## src/rtl/bcd_to_bin_seq_pkg.sv

```systemverilog
// Shared types and constants for the sequential BCD-to-binary converter.
// Build option: BCD2BIN_SATURATE_EN (see bcd_to_bin_seq.sv).
package bcd_pkg;

  typedef enum logic [1:0] {
    IDLE,
    SHIFT,
    DONE
  } state_t;

  localparam int DIGIT_W = 4;

  localparam logic [DIGIT_W-1:0] MAX_DIGIT  = 4'd9;
  localparam logic [DIGIT_W-1:0] ADJ_THRESH = 4'd8;
  localparam logic [DIGIT_W-1:0] ADJ_VAL    = 4'd3;

endpackage

```

## src/rtl/bcd_to_bin_seq_adj.sv

```systemverilog
// Per-digit correction step of reverse double-dabble:
// a nibble of 8 or more after the right shift gets 3 subtracted.
module bcd_nibble_adj
  import bcd_pkg::*;
(
  input  logic [DIGIT_W-1:0] din,
  output logic [DIGIT_W-1:0] dout
);

  assign dout = (din >= ADJ_THRESH) ? din - ADJ_VAL : din;

endmodule

```

## src/rtl/bcd_to_bin_seq.sv

```systemverilog
// Sequential BCD-to-binary converter, one reverse double-dabble step per clock.
// Define BCD2BIN_SATURATE_EN to clamp bin_out to all-ones on overflow.
module bcd_to_bin_seq
  import bcd_pkg::*;
#(
  parameter int BCD_CNT   = 2,
  parameter int BIN_WIDTH = 8
) (
  input  logic                       clk,
  input  logic                       rstn,
  input  logic                       start,
  input  logic [BCD_CNT*DIGIT_W-1:0] bcd_in,
  output logic [BIN_WIDTH-1:0]       bin_out,
  output logic                       busy,
  output logic                       done,
  output logic                       err,
  output logic                       ovf
);

  localparam int BW = BCD_CNT * DIGIT_W;
  localparam int CW = (BIN_WIDTH > 1) ? $clog2(BIN_WIDTH) : 1;

  state_t                 state;
  logic [BW-1:0]          bcd_reg;
  logic [BIN_WIDTH-1:0]   bin_reg;
  logic [CW-1:0]          cnt;

  logic [BW+BIN_WIDTH-1:0] shifted;
  logic [BW-1:0]           sh_bcd;
  logic [BW-1:0]           nxt_bcd;
  logic [BIN_WIDTH-1:0]    nxt_bin;
  logic [BCD_CNT-1:0]      dig_bad;
  logic                    bad;
  logic                    last;
  logic                    nxt_ovf;

  assign shifted = {bcd_reg, bin_reg} >> 1;
  assign sh_bcd  = shifted[BW+BIN_WIDTH-1 -: BW];
  assign nxt_bin = shifted[BIN_WIDTH-1:0];

  for (genvar i = 0; i < BCD_CNT; i++) begin : g_dig
    bcd_nibble_adj u_adj (
      .din  (sh_bcd[i*DIGIT_W +: DIGIT_W]),
      .dout (nxt_bcd[i*DIGIT_W +: DIGIT_W])
    );
    assign dig_bad[i] = bcd_in[i*DIGIT_W +: DIGIT_W] > MAX_DIGIT;
  end

  assign bad     = |dig_bad;
  assign last    = (cnt == CW'(BIN_WIDTH - 1));
  // Any BCD residue left after the last step is value >> BIN_WIDTH.
  assign nxt_ovf = |nxt_bcd;

  assign busy = (state != IDLE);
  assign done = (state == DONE);

  always_ff @(posedge clk or negedge rstn) begin
    if (!rstn) begin
      state   <= IDLE;
      bcd_reg <= '0;
      bin_reg <= '0;
      cnt     <= '0;
      bin_out <= '0;
      err     <= 1'b0;
      ovf     <= 1'b0;
    end else begin
      unique case (state)
        IDLE: begin
          if (start) begin
            if (bad) begin
              state   <= DONE;
              bin_out <= '0;
              err     <= 1'b1;
              ovf     <= 1'b0;
            end else begin
              state   <= SHIFT;
              bcd_reg <= bcd_in;
              bin_reg <= '0;
              cnt     <= '0;
            end
          end
        end
        SHIFT: begin
          bcd_reg <= nxt_bcd;
          bin_reg <= nxt_bin;
          cnt     <= cnt + 1'b1;
          if (last) begin
            state <= DONE;
            err   <= 1'b0;
            ovf   <= nxt_ovf;
`ifdef BCD2BIN_SATURATE_EN
            bin_out <= nxt_ovf ? {BIN_WIDTH{1'b1}} : nxt_bin;
`else
            bin_out <= nxt_bin;
`endif
          end
        end
        DONE:    state <= IDLE;
        default: state <= IDLE;
      endcase
    end
  end

endmodule

```

## config.mk

```make
export PLATFORM = sky130hd
export DESIGN_NAME = bcd_to_bin_seq
export DESIGN_NICKNAME = d
export VERILOG_FILES = /design/src/rtl/bcd_to_bin_seq_pkg.sv /design/src/rtl/bcd_to_bin_seq_adj.sv /design/src/rtl/bcd_to_bin_seq.sv
export SDC_FILE = /design/constraint.sdc
export NUM_CORES = 1
export LEC_CHECK = 0
export ABC_AREA = 1
export BUFFER_PORTS_ARGS = -buffer_cell sky130_fd_sc_hd__buf_2
export CORE_MARGIN = 2
export CORE_UTILIZATION = 45
export CTS_BUF_LIST = sky130_fd_sc_hd__clkbuf_4
export DETAILED_ROUTE_END_ITERATION = 8
export PLACE_DENSITY = 0.65
export SLEW_MARGIN = 20
export SYNTH_ARGS = -nofsm -noshare
export SYNTH_HDL_FRONTEND = slang
export SYNTH_HIERARCHICAL = 1
export SYNTH_SLANG_ARGS = --single-unit
```

## constraint.sdc

```tcl
create_clock -name clk -period 1.6 [get_ports clk]
set_input_delay 0.32 -clock clk [delete_from_list [all_inputs] [get_ports clk]]
set_output_delay 0.32 -clock clk [all_outputs]
set_load 0.005 [all_outputs]
```

==> flow_summary.toml, run 1 <==
[grt]
grt_usage_pct = 18.03
grt_pass1_vias = 1295
met2_usage_pct = 26.82
grt_max_degree = 31
grt_pass1_wl_um = 5637
groute.layer.met3.usage_pct = 5.458
overflow = 0
busiest_layer = "met2"
use_met1_pct = 23.66
antenna_found_initial = 0

[cells_and_area]
num_antenna_cells = 0
seqCellArea_sq_um = 752.0
fillCellCount = 320
multi_input_area_sq_um = 740.7
final_util_pct = 54.71
drive_above_1_share_pct = 17.92
syn_to_final_growth_pct = 15.24
final_nets = 256

[logic_synthesis]
synth_area_per_cell_sq_um = 7.699
synth-edff-count = 0
synth_most_common_cell = "nand2_1"
synthCells = 209
ys.flop_type = "dfrtp_1"
synth_top_cell_by_area = "dfrtp_1"
ys_seq_area_share_pct = 46.66
synth_area_sq_um = 1609
synth.distinct_cells = 22
synth_top_area_share_pct = 46.66
synth_warnings = 6
synth.area.top_cells = "dfrtp_1 (47%), nand2_1 (18%), nand3_1 (7.8%)"
synthArstFlopShare_pct = 100.0
synth-seq-cells = 30
ys_top_cells_by_count = "nand2_1 (77), dfrtp_1 (30), nand3_1 (25)"

[power_and_ir_drop]
irDropWorstVdd_mv = 0.8553
p_comb_share_pct = 44.1
power.internal_mw = 1.912
clkPwrFrac_pct = 18.1
total_power_mw = 3.333
power.share.sequential_pct = 37.7
switchingPower_mw = 1.421
powerDensity_nw_per_um2 = 1797
switching_share_pct = 42.64
p_leak_nw = 1.062

[sta]
fin_crit_sh_pct = 91.88
rsz0062_at_grt = "no"
finalHoldViolations = 0
fmax_mhz = 680.2
worst_pin_slew_ns = 0.6732
slew_violations = 0
min_period_ns = 1.470
maxSlewHeadroom_pct = 55.12
finalSetupViolCount = 0
final.setup_skew_ns = 0.003879

[route]
antenna_left = 0
drt_iter0_markers = 78
viasPerCell = 4.650
firstDrtPassIters = 4
wire_per_inst_um = 11.07
drc_errors = 0
wl_um = 3165
vias = 1330

[worst_setup_path]
crit_type = "reg -> reg"
worstSetupStartpointType = "flop"
cp.arrival_ns = 1.71
cp-end-kind = "flop"
reg2regPathDepth = 7
critical_path_required_ns = 1.84
crit_fanout = 11

[die]
die_w_um = 63.80
core_sq_um = 3390
die_h_um = 63.80
rows = 21
dieArea_sq_um = 4070
start_util_pct = 47.47
io_pins = 23

[clock_tree]
insertion_delay_ns = 0.34
cts-buffers-inserted = 5
cts.htree.levels = 2
cts.clk_slew.worst_paths_ns = 0.10
cts_setup_buffers = 0
cts.sinks = 30
root_buffer = "clkbuf_4"
cts_buffer_depth = 2
cts_tree = "done"

[placement]
portBuffers = 22
hpwlAfterDp_um = 2199
gp_congestion = 0.7856

[flow_run]
cap_violations = 0

[hold_path]
worstHoldPathType = "in -> async"

[outcome]
outcome = "finished clean"
## through the flow
stage / instances / hold slack (ns) / area, sq um / TNS, ns / setup slack [ns]
floorplan: 214 / 0.02441 / 1628 / 0 / 0.2429
global placement: 278 / 0.3926 / 1768 / 0 / 0.04269
detailed placement: 278 / 0.3867 / 1768 / -0.03979 / -0.01731
CTS: 286 / 0.01378 / 1851 / 0 / 0.06542
global route: 286 / 0.03784 / 1854 / 0 / 0.001439
finish: 286 / 0.003153 / 1854 / 0 / 0.1299
## per-layer routing
layer	vias to the layer above	part of all wire (%)
li1	696	-
met1	595	52
met2	33	41
met3	6	4.8
met4	0	1.8
met5	-	0
## critical path, stage by stage (launching register included)
cell and delay (ns):
dfrtp_1 0.38, ha_1 0.16, ha_1 0.17, nor2_2 0.06, nor2_4 0.22, nand2_2 0.21, nand2_1 0.11, nand2_1 0.06
## cell usage in the layout (no fill, tap or decap), drive strengths merged
master  instances
conb            6
o21bai          7
o21ai           6
nor2           18
ha              6
clkinv          3
inv            22
a21boi          2
nand3          25
o22ai           1
dfrtp          30
buf            26
xor2            2
clkbuf          5
bufinv          1
nand2          80
## what timing repair did
item                       in CTS  in global routing
hold buffers                    0                  0
setup endpoints to repair      10                  1
pin swaps                       0                  5
gates resized for setup         1                  3
## path summary, 6_finish.rpt
path,endpoint,slack (ns),start
worst min register to register,bin_out[2],0.47,bin_out[2]
worst max register to register,bin_out[7],0.13,cnt[0]
min in group clk,bcd_reg[7],0.28,bcd_in[7]
worst max-delay path,bin_out[7],0.13,cnt[0]
worst min-delay path,bin_reg[5],0.003,rstn
max in group asynchronous,bcd_reg[1],1.13,rstn
## power by group through the flow
stage	sequential [mW]	clock, mW	combinational (mW)
6_report	1.26	0.605	1.47
3_5_place_dp	1.27	0	1.44
5_1_grt	1.30	0.658	1.72
2_1_floorplan	1.24	0	1.14
3_3_place_gp	1.27	0	1.43
4_1_cts	1.25	0.615	1.47
## layout make-up
| class | count | area share (%) |
|---|---|---|
| well taps | 46 | 3.104 |
| clock buffers | 5 | 2.024 |
| clock inverters | 3 | 2.159 |
| inverters | 23 | 4.656 |
| flip-flops and latches | 30 | 40.55 |
| repair buffers | 26 | 7.557 |
| multi-input cells | 153 | 39.95 |
## logic make-up after synthesis
family,after synthesis,share of synthesized area (%)
adders and majority gates,6,4.666
and+or+nand+nor,123,31.73
buffers and inverters,31,8.942
xor gates and xnor gates,2,1.089
other,1,0.2331
DFF,30,46.66
AOI/OAI and AO/OA,16,6.687
No activity file was read; power rests on OpenSTA's default activity.
==> run 2, diff against run 1 <==
--- a/config.mk
+++ b/config.mk
@@ -15,5 +15,4 @@
 export SLEW_MARGIN = 20
 export SYNTH_ARGS = -nofsm -noshare
 export SYNTH_HDL_FRONTEND = slang
-export SYNTH_HIERARCHICAL = 1
 export SYNTH_SLANG_ARGS = --single-unit
==> flow_summary.toml, run 2 <==
[outcome]
outcome = "finished clean"

[sta]
min_period_ns = 1.486
worst_pin_slew_ns = 0.6585
finalHoldViolations = 0
rsz0062_at_grt = "no"
fin_setup_tns_ns = 0
finalSetupViolCount = 0
slew_violations = 0
final.setup_skew_ns = 0.01421
fmax_mhz = 673.1
fin_crit_sh_pct = 92.85
maxSlewHeadroom_pct = 56.10
hold_slack_ns = 0.009173

[clock_tree]
root_buffer = "clkbuf_4"
cts.htree.levels = 2
cts_hold_buf = 0
cts_setup_buffers = 0
cts.sinks = 30
cts_buffer_depth = 2
cts.clk_slew.worst_paths_ns = 0.10
cts-buffers-inserted = 5
insertion_delay_ns = 0.33
cts_tree = "done"
post_cts_resized = 0

[route]
viasPerCell = 4.860
drt_iter0_markers = 80
antenna_left = 0
drc_errors = 0
firstDrtPassIters = 4
wire_per_inst_um = 11.32
wl_um = 2989
vias = 1283

[logic_synthesis]
synthArstFlopShare_pct = 100.0
synth-seq-cells = 30
synth.area.top_cells = "dfrtp_1 (49%), nand2_1 (21%), nand3_1 (7.3%)"
synth_nets = 207
synth_top_cell_by_area = "dfrtp_1"
synth.distinct_cells = 20
ys.flop_type = "dfrtp_1"
ys_top_cells_by_count = "nand2_1 (84), dfrtp_1 (30), nand3_1 (22)"
synth_warnings = 0
synthCells = 192
ys_seq_area_share_pct = 49.46
synth_area_sq_um = 1518
synth-edff-count = 0
synth_top_area_share_pct = 49.46
synth_most_common_cell = "nand2_1"
synth_area_per_cell_sq_um = 7.905

[die]
core_sq_um = 3284
die_h_um = 62.08
start_util_pct = 46.21
io_pins = 23
die_w_um = 62.08
dieArea_sq_um = 3853
rows = 21

[power_and_ir_drop]
p_leak_nw = 1.008
powerDensity_nw_per_um2 = 1573
irDropWorstVdd_mv = 0.6568

[worst_setup_path]
cp-end-kind = "output port"
cp_top_family = "flip-flops"
crit_type = "reg -> out"
cp.arrival_ns = 1.17
cp_slowest_cell = "dfrtp_1"
worstSetupStartpointType = "flop"
cp_num_buf_inv = 2
critical_path_required_ns = 1.28
crit_fanout = 3
crit_chain = "nor2_2 -> inv_1 -> buf_2"
max_stage_delay_ns = 0.43

[cells_and_area]
final_common_cell = "nand2_1"
drive_above_1_share_pct = 20.18
fillCellCount = 309
multi_input_area_sq_um = 656.9
syn_to_final_growth_pct = 12.78
layout_common_cells = "nand2_1 (84), dfrtp_1 (30), nand3_1 (22), buf_2 (22), inv_1 (12)"
final_nets = 232
num_antenna_cells = 0
seqCellArea_sq_um = 750.7
fin_cells = 264

[placement]
hpwlAfterDp_um = 2176
gp_congestion = 0.7561
portBuffers = 22
dp.cells = 256

[hold_path]
worstHoldPathType = "in -> async"

[grt]
antenna_found_initial = 0
overflow = 0
grt_usage_pct = 18.16
grt_pass1_wl_um = 5009
grt_max_degree = 31
grt_pass1_vias = 1159

[flow_run]
cap_violations = 0
## run 2: cell types whose count changed after synthesis, moves of 3 or more
cell,before,now
o21ai_0,3,0
nor2_1,16,10
nand4_1,0,7
nand2_1,77,84
inv_1,21,12
nand3_1,25,22
o21bai_1,7,0
## run 2: logic make-up after synthesis
kind of cell               count (synthesis)  synth area share [%]
adders and majority gates                  4                 3.298
buffers and inverters                     22                 7.254
and+or+nand+nor                          129                 36.44
AOI/OAI and AO/OA                          7                 3.545
DFF                                       30                 49.46
## run 2: power by group
part | internal (mW) | switching, mW | leakage [nW]
logic | 0.371 | 0.692 | 0.582
clock network | 0.163 | 0.269 | 0.0286
registers | 0.990 | 0.207 | 0.397
## run 2: area by class of cell
type                    instances  area share (%)
clock inverters                 3          0.9503
flip-flops and latches         30           43.86
inverters                      14           3.070
well taps                      46           3.363
multi-input cells             140           38.38
clock buffers                   5           2.193
repair buffers                 26           8.187
## run 2: final timing paths
kind / from / to / slack (ns) / cells after the start
max: state[0] / busy / 0.11 / 3
min reg2reg: bin_out[3] / bin_out[3] / 0.48 / 2
max reg2reg: cnt[0] / ovf / 0.14 / 7
min: rstn / state[0] / 0.009 / 1
max in group asynchronous: rstn / state[1] / 1.16 / 1
min in group clk: bcd_in[4] / bcd_reg[4] / 0.29 / 5
## run 2: per-layer routing
metal	global-route usage, %	wire, um
met3	6.418	146
met4	9.119	64
met5	0	0
met2	26.49	1322
met1	23.74	1455
## run 2: metrics by stage
stage	setup slack [ns]	cell area (sq um)	util [%]	power, mW
finish	0.1144	1712	52.11	2.692
global route	0.009104	1712	52.11	2.975
CTS	0.1074	1712	52.11	2.712
detailed placement	0.1749	1658	50.48	2.273
global placement	0.2228	1658	50.48	2.221
floorplan	0.2184	1518	-	2.042
==> run 3, diff against run 2 <==
--- a/config.mk
+++ b/config.mk
@@ -8,11 +8,11 @@
 export ABC_AREA = 1
 export BUFFER_PORTS_ARGS = -buffer_cell sky130_fd_sc_hd__buf_2
 export CORE_MARGIN = 2
-export CORE_UTILIZATION = 45
+export CORE_UTILIZATION = 58
 export CTS_BUF_LIST = sky130_fd_sc_hd__clkbuf_4
 export DETAILED_ROUTE_END_ITERATION = 8
-export PLACE_DENSITY = 0.65
-export SLEW_MARGIN = 20
+export HOLD_SLACK_MARGIN = 0.12
+export PLACE_DENSITY = 0.81
 export SYNTH_ARGS = -nofsm -noshare
 export SYNTH_HDL_FRONTEND = slang
 export SYNTH_SLANG_ARGS = --single-unit
==> flow_summary.toml, run 3 (synthesized netlist as in run 2, its figures left out) <==
[grt]
grt_pass1_vias = 1193
grt_usage_pct = 24.40
grt_max_degree = 31
antenna_found_initial = 0
overflow = 0
grt_pass1_wl_um = 5037

[worst_setup_path]
cp_top_family = "flip-flops"
worstSetupStartpointType = "flop"
max_stage_delay_ns = 0.45
crit_type = "reg -> out"
crit_chain = "nor2_2 -> inv_1 -> buf_2"
crit_fanout = 4
critical_path_required_ns = 1.28
cp.arrival_ns = 1.19
cp_slowest_cell = "dfrtp_1"
cp_num_buf_inv = 2
cp-end-kind = "output port"

[route]
vias = 1338
wire_per_inst_um = 12.37
dr_wl_met2_um = 1450
firstDrtPassIters = 4
antenna_left = 0
top_layer_used = "met4"
wl_met1_um = 1366
viasPerCell = 5.373
wl_met3_um = 180
wl_um = 3081
drt_iter0_markers = 17
drc_errors = 0

[cells_and_area]
fin_area_sq_um = 1704
final_common_cell = "nand2_1"
fillCellCount = 205
syn_to_final_growth_pct = 12.28
layout_common_cells = "nand2_1 (83), dfrtp_1 (30), nand3_1 (22), buf_2 (22), inv_1 (12)"
final_nets = 233
drive_above_1_share_pct = 20.55
num_antenna_cells = 0

[sta]
worst_pin_slew_ns = 0.6569
maxSlewHeadroom_pct = 56.20
finalHoldViolations = 0
min_period_ns = 1.511
fmax_mhz = 661.9
fin_crit_sh_pct = 94.42
final.setup_skew_ns = 0.005968
finalSetupViolCount = 0
fin_setup_tns_ns = 0
rsz0062_at_grt = "no"
slew_violations = 0

[die]
dieArea_sq_um = 3042
die_h_um = 55.16
io_pins = 23
die_w_um = 55.16
core_sq_um = 2477
start_util_pct = 61.26
rows = 18

[hold_path]
worstHoldPathType = "in -> reg"

[clock_tree]
cts_buffer_depth = 2
root_buffer = "clkbuf_4"
insertion_delay_ns = 0.33
cts-buffers-inserted = 5
cts.clk_slew.worst_paths_ns = 0.09
cts.sinks = 30
cts_tree = "done"
cts_setup_buffers = 0
cts.htree.levels = 2

[outcome]
outcome = "finished clean"

[placement]
portBuffers = 22
placed_area_sq_um = 1638
hpwlAfterDp_um = 2255
gp_congestion = 0.8718

[power_and_ir_drop]
irDropWorstVdd_mv = 0.9614
p_leak_nw = 1.017
powerDensity_nw_per_um2 = 1587

[flow_run]
cap_violations = 0
[run 3: where the power goes]
part / total, mW / switching, mW / internal [mW]
Clock: 0.434 / 0.252 / 0.181
Combinational: 1.08 / 0.706 / 0.372
Sequential: 1.19 / 0.203 / 0.990
Total: 2.70 / 1.16 / 1.54
[run 3: worst register-to-register path, cell delays in order, from the launching register on]
cell     delay (ns)
dfrtp_1        0.43
inv_2          0.08
nor2_4         0.06
inv_2          0.37
nand2_2        0.21
nand2_1        0.11
nand2_1        0.06
[run 3: path summary, 6_finish.rpt]
check	endpoint	slack [ns]	start	depth (start not counted)
min in group asynchronous	bin_out[0]	0.54	rstn	2
worst min register to register	bin_out[3]	0.47	bin_out[3]	2
worst max register to register	bcd_reg[1]	0.18	state[0]	6
max in group asynchronous	bin_reg[4]	0.63	rstn	2
worst max-delay path	busy	0.09	state[1]	3
worst min-delay path	bcd_reg[5]	0.29	bcd_in[5]	5
[run 3: timing repair]
item                       in CTS  in global routing
hold buffers                    1                  0
setup endpoints to repair       0                  2
gates resized for setup         0                  1
hold endpoints to repair       30                  0
[run 3: stage by stage]
step           util [%]  hold WS, ns  std cells  total power, mW  setup WS [ns]
2_1_floorplan         -      0.02441        192            2.042         0.2184
3_3_place_gp      66.11       0.3786        240            2.211         0.2337
3_5_place_dp      66.11       0.3867        240            2.272         0.1348
4_1_cts           68.69       0.2907        249            2.706        0.09501
5_1_grt           68.79       0.3198        249            2.962        0.03199
6_report          68.79       0.2943        249            2.705        0.08921
[run 3: final cells by class]
| type | count | area [sq um] | area share, % |
|---|---|---|---|
| well taps | 30 | 37.54 | 2.203 |
| clock buffers | 6 | 45.04 | 2.643 |
| clock inverters | 2 | 8.758 | 0.5140 |
| flip-flops and latches | 30 | 750.7 | 44.05 |
| multi-input cells | 140 | 659.4 | 38.69 |
| inverters | 14 | 52.55 | 3.084 |
| repair buffers | 27 | 150.1 | 8.811 |
[run 3: layer usage]
metal,GRT usage [%],vias up
met4,13.82,0
met2,38.69,40
met3,8.602,12
met1,28.65,624
li1,-,662
met5,0,-
